<file path="src/rtl/uart_tx_framer.sv">
// UART transmitter running on the system clock: ready/valid payload in, serial
// frame out (start, DATA_BITS LSB first, optional parity, 1 or 2 stop bits).
module uart_tx_framer #(
  parameter int CLKS_PER_BIT = 16,
  parameter int DATA_BITS    = 8,
  parameter int PARITY       = 0,
  parameter int STOP_BITS    = 1
) (
  input  logic                 clk,
  input  logic                 reset_n,
  input  logic                 i_valid,
  input  logic [DATA_BITS-1:0] i_data,
  output logic                 o_ready,
  output logic                 o_tx,
  output logic                 o_busy,
  output logic                 o_done,
  output logic [2:0]           state_dbg
);

  localparam int CW = $clog2(CLKS_PER_BIT);
  localparam int IW = $clog2(DATA_BITS + 1);
  localparam logic [CW-1:0] CNT_MAX   = CW'(CLKS_PER_BIT - 1);
  localparam logic [IW-1:0] IDX_MAX   = IW'(DATA_BITS - 1);
  localparam logic          STOP_LAST = 1'(STOP_BITS - 1);
  localparam logic          ODD       = (PARITY == 2);

  if (CLKS_PER_BIT < 2) begin : g_bad_clks
    $error("uart_tx_framer: CLKS_PER_BIT must be >= 2");
  end
  if (DATA_BITS < 5 || DATA_BITS > 9) begin : g_bad_data
    $error("uart_tx_framer: DATA_BITS must be 5..9");
  end
  if (PARITY < 0 || PARITY > 2) begin : g_bad_parity
    $error("uart_tx_framer: PARITY must be 0, 1 or 2");
  end
  if (STOP_BITS != 1 && STOP_BITS != 2) begin : g_bad_stop
    $error("uart_tx_framer: STOP_BITS must be 1 or 2");
  end

  typedef enum logic [2:0] {
    S_IDLE   = 3'd0,
    S_START  = 3'd1,
    S_DATA   = 3'd2,
    S_PARITY = 3'd3,
    S_STOP   = 3'd4
  } state_t;

  state_t               state_q, state_d;
  logic [CW-1:0]        cnt_q, cnt_d;
  logic [IW-1:0]        idx_q, idx_d;
  logic                 stop_q, stop_d;
  logic [DATA_BITS-1:0] sh_q, sh_d;
  logic                 par_q, par_d;
  logic                 tx_q, tx_d;
  logic                 done_q, done_d;
  logic                 bit_end;

  // Handshake: a payload transfers on a rising edge with i_valid && o_ready;
  // o_ready is high only in IDLE, so valid while busy is simply ignored.
  assign o_ready   = (state_q == S_IDLE);
  assign o_busy    = ~o_ready;
  assign o_tx      = tx_q;
  assign o_done    = done_q;
  assign state_dbg = state_q;
  assign bit_end   = (cnt_q == CNT_MAX);

  always_comb begin
    state_d = state_q;
    cnt_d   = cnt_q;
    idx_d   = idx_q;
    stop_d  = stop_q;
    sh_d    = sh_q;
    par_d   = par_q;
    tx_d    = tx_q;
    done_d  = 1'b0;

    if (state_q != S_IDLE) begin
      cnt_d = bit_end ? '0 : cnt_q + CW'(1);
    end

    // tx_d is the level of the next bit, so the line changes on the boundary edge.
    case (state_q)
      S_IDLE: begin
        tx_d = 1'b1;
        if (i_valid) begin
          state_d = S_START;
          cnt_d   = '0;
          idx_d   = '0;
          stop_d  = 1'b0;
          sh_d    = i_data;
          par_d   = (^i_data) ^ ODD;
          tx_d    = 1'b0;
        end
      end
      S_START: begin
        if (bit_end) begin
          state_d = S_DATA;
          idx_d   = '0;
          tx_d    = sh_q[0];
          sh_d    = sh_q >> 1;
        end
      end
      S_DATA: begin
        if (bit_end) begin
          if (idx_q == IDX_MAX) begin
            if (PARITY != 0) begin
              state_d = S_PARITY;
              tx_d    = par_q;
            end else begin
              state_d = S_STOP;
              tx_d    = 1'b1;
            end
          end else begin
            idx_d = idx_q + IW'(1);
            tx_d  = sh_q[0];
            sh_d  = sh_q >> 1;
          end
        end
      end
      S_PARITY: begin
        if (bit_end) begin
          state_d = S_STOP;
          stop_d  = 1'b0;
          tx_d    = 1'b1;
        end
      end
      S_STOP: begin
        if (bit_end) begin
          if (stop_q == STOP_LAST) begin
            state_d = S_IDLE;
            done_d  = 1'b1;
            tx_d    = 1'b1;
          end else begin
            stop_d = stop_q + 1'b1;
          end
        end
      end
      default: begin
        state_d = S_IDLE;
        tx_d    = 1'b1;
      end
    endcase
  end

  always_ff @(posedge clk or negedge reset_n) begin
    if (!reset_n) begin
      state_q <= S_IDLE;
      cnt_q   <= '0;
      idx_q   <= '0;
      stop_q  <= 1'b0;
      sh_q    <= '0;
      par_q   <= 1'b0;
      tx_q    <= 1'b1;
      done_q  <= 1'b0;
    end else begin
      state_q <= state_d;
      cnt_q   <= cnt_d;
      idx_q   <= idx_d;
      stop_q  <= stop_d;
      sh_q    <= sh_d;
      par_q   <= par_d;
      tx_q    <= tx_d;
      done_q  <= done_d;
    end
  end

endmodule

</file>
<file path="config.mk">
export PLATFORM = sky130hd
export DESIGN_NAME = uart_tx_framer
export DESIGN_NICKNAME = d
export VERILOG_FILES = /design/src/rtl/uart_tx_framer.sv
export SDC_FILE = /design/constraint.sdc
export NUM_CORES = 1
export LEC_CHECK = 0
export ABC_AREA = 1
export BUFFER_PORTS_ARGS = -buffer_cell sky130_fd_sc_hd__buf_4
export CORE_MARGIN = 8
export CORE_UTILIZATION = 55
export DETAILED_ROUTE_END_ITERATION = 10
export PLACE_DENSITY = 0.73
export SYNTH_ARGS = -nofsm -noshare
export SYNTH_HDL_FRONTEND = slang
export SYNTH_SLANG_ARGS = --single-unit
</file>
<file path="constraint.sdc">
create_clock -name clk -period 4.15 [get_ports clk]
set_input_delay 0.6225 -clock clk [delete_from_list [all_inputs] [get_ports clk]]
set_output_delay 0.6225 -clock clk [all_outputs]
set_load 0.02 [all_outputs]
</file>
# [After elaboration in Yosys (flattened, before gate mapping)]
# Index checks and enable logic that the tools add are counted.
[totals] reg_bits=22 in_bits=11 output_inout_bits=7 word_cells=71
[op_classes] addsub=3 eq_ne=14 mux=38 bitwise=1 reduce_logical=8
[op_table] cell="4-bit two-way mux" count=8
[op_table] cell="8-bit two-way mux" count=4
[op_table] cell="8-bit case mux with 3 select lines" count=1
[op_table] cell="3-bit two-way mux" count=7
[op_table] cell="2-bit inequality test, second input constant" count=8
[op_table] cell="3-bit case mux with 5 select lines" count=1
[op_table] cell="1-bit two-way mux" count=14
[op_table] cell="4-bit case mux with 3 select lines" count=1
[op_table] cell="5-bit AND reduction" count=2
[op_table] cell="3-bit nonzero test" count=3
[op_table] cell="4-bit by 1-bit adder with 4-bit output, second input constant" count=2
[op_table] cell="7-bit AND reduction" count=1
[op_table] cell="3-bit by 2-bit == test with 1-bit output, second input constant" count=2
[op_table] cell="1-bit case mux with 5 select lines" count=1
[op_table] cell="4-bit by 3-bit == test with 1-bit output, second input constant" count=1
[op_table] cell="4-bit == test, second input constant" count=1
[op_table] cell="4-bit AND reduction" count=1
[op_table] cell="3-bit by 1-bit == test with 1-bit output, second input constant" count=1
[op_table] cell="3-bit == test, second input constant" count=1
[op_table] cell="3-bit logical NOT" count=1
[op_table] cell="1-bit case mux with 3 select lines" count=1
[op_table] cell="1-bit adder, second input constant" count=1
[op_table] cell="1-bit inverter" count=1

# [Logic depth before layout (Yosys ltp)]
[logic_depth] depth_word=5 depth_mapped=9 mapped_depth_nobuf=9

# [Worst setup path after synthesis]
# OpenSTA, ideal clock, no wires.
[synth_path] path_type="register to output" from="register state_q[1] (netlist: state_dbg[1])" to="output o_ready" t_arrival_ns=1.089 required_ns=3.527 setup_slack_ns=2.439 stages_incl_launch_ff=4 path_buffers=0 cell_sequence="dfrtp_1 nor2_4 nand2_2 inv_2"
[synth_between] elab_chain_len=1
[synth_rtl] item="start: declaration" line="48" source="state_t state_q, state_d;"
[synth_rtl] item="start signal: assignment" line="156" source="state_q <= state_d;"
[synth_rtl] item="3-bit logical NOT" line="60" source="assign o_ready = (state_q == S_IDLE);"
[synth_rtl] item="end: declaration" line="13" source="output logic o_ready,"
# No other way between the ends.

# [Worst setup path after layout]
[layout_path] from="register state_q[1] (netlist: state_dbg[1])" to="register sh_q[3]"
[layout_between] elab_chain_len=3 word_cells_on_any_way=10 classes_between="eq/ne: 6; mux: 1; reduce/logical: 3"
[layout_rtl] item="3-bit by 2-bit == test with 1-bit output (tied with other cells)" line="82" source="case (state_q)"
[layout_rtl] item="2-bit inequality test (no source line) / 3-bit nonzero test (equally long branches)"
[layout_rtl] item="5-bit AND reduction (no source line)"
[layout_rtl] item="end signal: assignment" line="151" source="sh_q <= '0;"
[layout_rtl] item="end signal: assignment" line="160" source="sh_q <= sh_d;"
[layout_rtl] item="end: declaration" line="52" source="logic [DATA_BITS-1:0] sh_q, sh_d;"
# Parallel ways exist; a longest one is shown, timed or not.
# A chain may end at the register's enable or synchronous reset.

==> results by group <==
Run status
  – Status: finished clean

Logic synthesis
  – Synth Area in XOR/XNOR: 0.697%
  – Post-synth EDFFs: 0
  – Library cells used by synthesis: 26
  – Synth Cell Area: 1260 um2
  – Top cells by area, synth: dfrtp_1 (40%), nand2_1 (17%), nand3_1 (9.2%), nor2_1 (3.6%), inv_1 (3.3%)
  – Largest area contributor in the netlist: dfrtp_1
  – Main combinational cell family by area after synthesis: simple AND/OR/NAND/NOR gates
  – Most common cell in the netlist: nand2_1
  – #FFs+latches synth: 21
  – Ys Warns: 0
  – Cells after Synth: 165
  – Multiplexer area fraction after synthesis: 0%
  – Synth Flop Type: dfrtp_1
  – Top cells by count, synth: nand2_1 (58), nand3_1 (23), dfrtp_1 (20)
  – Syn_nets: 178
  – Mapped Avg Cell Area: around 7.6 um2
  – Post-synth ARST share: 100%
  – Simple-Gate Fraction of Synth Area: 44.5%
  – Seq/Total Area, Yosys: 41.9%
  – Compound-Gate Fraction of Synth Area: 4.08%
  – Synth Area in Adders: 1.99%
  – Synth top area share: 39.8%

Drt
  – Avg WL per Cell: approximately 12 um
  – DRT Wirelength: 2.56 mm
  – 1st-iter DRT viols: 36
  – DRC: 0
  – Routed via count: between 1000 and 1500
  – Via density: 5.21
  – DRT Pass-1 Iters: 4
  – Detail Route Antenna Nets: 0

Critical path
  – Setup CP Type: flip-flop to flip-flop
  – CP Max Fanout: 13
  – Worst Reg2Reg Path Length in Cells: 4
  – Arr. time, crit path: 2.36 ns
  – Crit-path cells: a21oi_1 -> nand4_2 -> nand2_1 -> nand2_1
  – WP data required: 4.37 ns
  – Worst path slowest cell: a21oi_1
  – Startpoint Class: flip-flop
  – Slowest cell delay on critical path: 0.84 ns
  – CP Capture Type: flip-flop
  – Crit-path most repeated cell: nand2_1

GRT
  – Initial antenna violation count: 0
  – First-pass GRT wire length: 4.38 mm
  – Total global routing overflow: 0
  – Global Route Usage Sum: 12.9%
  – Vias in the first global route: 1016
  – Largest net degree at the start of global routing: 22

Clock network
  – CTS resizes: 0
  – Clock-pin slew on the worst setup and hold paths: 0.12 ns
  – Num CTS Buffers: 3
  – Clock sink total: 21
  – Clk Latency, worst-skew pair: 0.31 ns
  – H-tree levels: 1
  – Bufs on Longest Clock Path: 2
  – Clock Tree Root: clkbuf_4
  – Post CTS Setup Buffer Count: 0
  – CTS tree: done
  – Hold_buf cts: 0

Timing
  – Rel. slew slack: around a third
  – FMAX: 467 MHz
  – Final setup viols: 0
  – Worst Skew: 0.00486 ns
  – Final Hold Fails: 0
  – Final worst path period share: 51.6%
  – Final slew viol count: 0
  – Setup TNS: 0 ns
  – RSZ-0062 raised after global routing: no
  – Final worst path period need: roughly 2.1 ns
  – Slew @ Worst Pin: about 0.99 ns

Worst hold path
  – Worst min path class: input port to async pin

Die
  – Core footprint: between 2000 and 2500 um2
  – # rows: 17
  – Initial core utilization: a little under three fifths
  – Die area: around 4100 um2
  – I/O pin count: 18
  – Die height: 63.8 um
  – Die W: 63.8 um

Pwr
  – Leak Pwr: 0.000780 uW
  – Pint: 516 uW
  – Flop pwr share: 34.5%
  – Power per Cell Area: 715 nW/um2
  – Max IR drop VDD: 541 uV
  – Sw power: 497 uW
  – Sw Ratio: 49.1%
  – Clock group share of total power: 10.0%
  – Logic pwr share: 55.4%

Cells and area
  – Antenna Diode Count: 0
  – Utilization after layout: 64.7%
  – Layout cells sized above 1: 20.9%
  – Area grow syn2layout: 12.8%
  – NumNets Final: a little under 200

Placement
  – Gpl congestion: 0.895
  – Post-DP HPWL: 1.88 mm
  – Port Buffers: 17

Run
  – Max-cap violation count: 0
-- power by group through the flow --
stage          Sequential [uW]  Combinational (uW)  Clock (uW)
2_1_floorplan              351                 446           0
3_3_place_gp               351                 554           0
3_5_place_dp               353                 566           0
4_1_cts                    350                 567         106
5_1_grt                    362                 635         111
6_report                   350                 562         102
-- metrics by stage --
| stage | std cells | cell area (um2) | power (uW) | setup slack [ns] | hold slack (ns) |
|---|---|---|---|---|---|
| CTS | 210 | 1420 | 1020 | 2.03 | 0.167 |
| detailed placement | 206 | 1390 | 919 | 2.04 | 0.460 |
| finish | 210 | 1420 | 1010 | 2.01 | 0.167 |
| global route | 210 | 1420 | 1110 | 1.81 | 0.179 |
| global placement | 206 | 1390 | 905 | 2.09 | 0.461 |
| floorplan | 165 | 1260 | 797 | 2.44 | 0.327 |
-- kinds of logic after synthesis --
kind of cell | count (synthesis)
AOI/OAI and AO/OA | 9
xor gates and xnor gates | 1
adders and majority gates | 2
buffers and inverters | 19
DFF | 21
and+or+nand+nor | 113
-- final timing paths --
| path | startpoint | end | slack [ns] |
|---|---|---|---|
| max in group asynchronous | reset_n | o_tx$_DFFE_PN1P_ | 3.72 |
| worst min-delay path | reset_n | idx_q[1]$_DFFE_PN0P_ | 0.17 |
| worst max register to register | state_dbg[1]$_DFFE_PN0P_ | sh_q[3]$_DFFE_PN0P_ | 2.01 |
| min in group clk | sh_q[7]$_DFFE_PN0P_ | sh_q[7]$_DFFE_PN0P_ | 0.49 |
| worst min register to register | sh_q[7]$_DFFE_PN0P_ | sh_q[7]$_DFFE_PN0P_ | 0.49 |
| worst max-delay path | state_dbg[1]$_DFFE_PN0P_ | sh_q[3]$_DFFE_PN0P_ | 2.01 |
-- state kept, by name (all words and copies together), names as in the netlist --
name / cells
idx_q: 4
state_dbg: 3
o_done: 1
cnt_q: 4
o_tx: 1
sh_q: 8
-- cell type report --
type | count | area (um2)
flip-flops and latches | 21 | 527
multi-input cells | 125 | 644
inverters | 15 | 56.3
repair buffers | 17 | 128
clock inverters | 1 | 5.00
well taps | 28 | 35.0
clock buffers | 3 | 22.5
fillers | 199 | 773
-- critical path: cells and delay by family, from the launching register on --
family | cells | cell delay [ns]
AO/OA/AOI/OAI | 1 | 0.84
flip-flops | 1 | 0.52
AND/OR/NAND/NOR | 3 | 0.69
-- cells in the final DEF, fill, tap and decap left out, types with 4 or more instances in the layout --
cell / Yosys / layout
buf_4: 1 / 17
dfrtp_1: 20 / 20
inv_1: 11 / 11
inv_2: 4 / 4
nand2_1: 58 / 58
nand2_2: 4 / 4
nand3_1: 23 / 23
nand4_1: 6 / 6
nor2_1: 12 / 12
o21ai_0: 5 / 5
-- routing by layer --
metal / up-vias / part of all wire, % / track usage, %
li1: 575 / - / -
met1: 498 / 50 / 16.1
met2: 17 / 45 / 21.0
met3: 4 / 3.5 / 2.79
met4: 0 / 1.3 / 5.85
met5: - / 0 / 0
(Power assumes the default switching activity.)
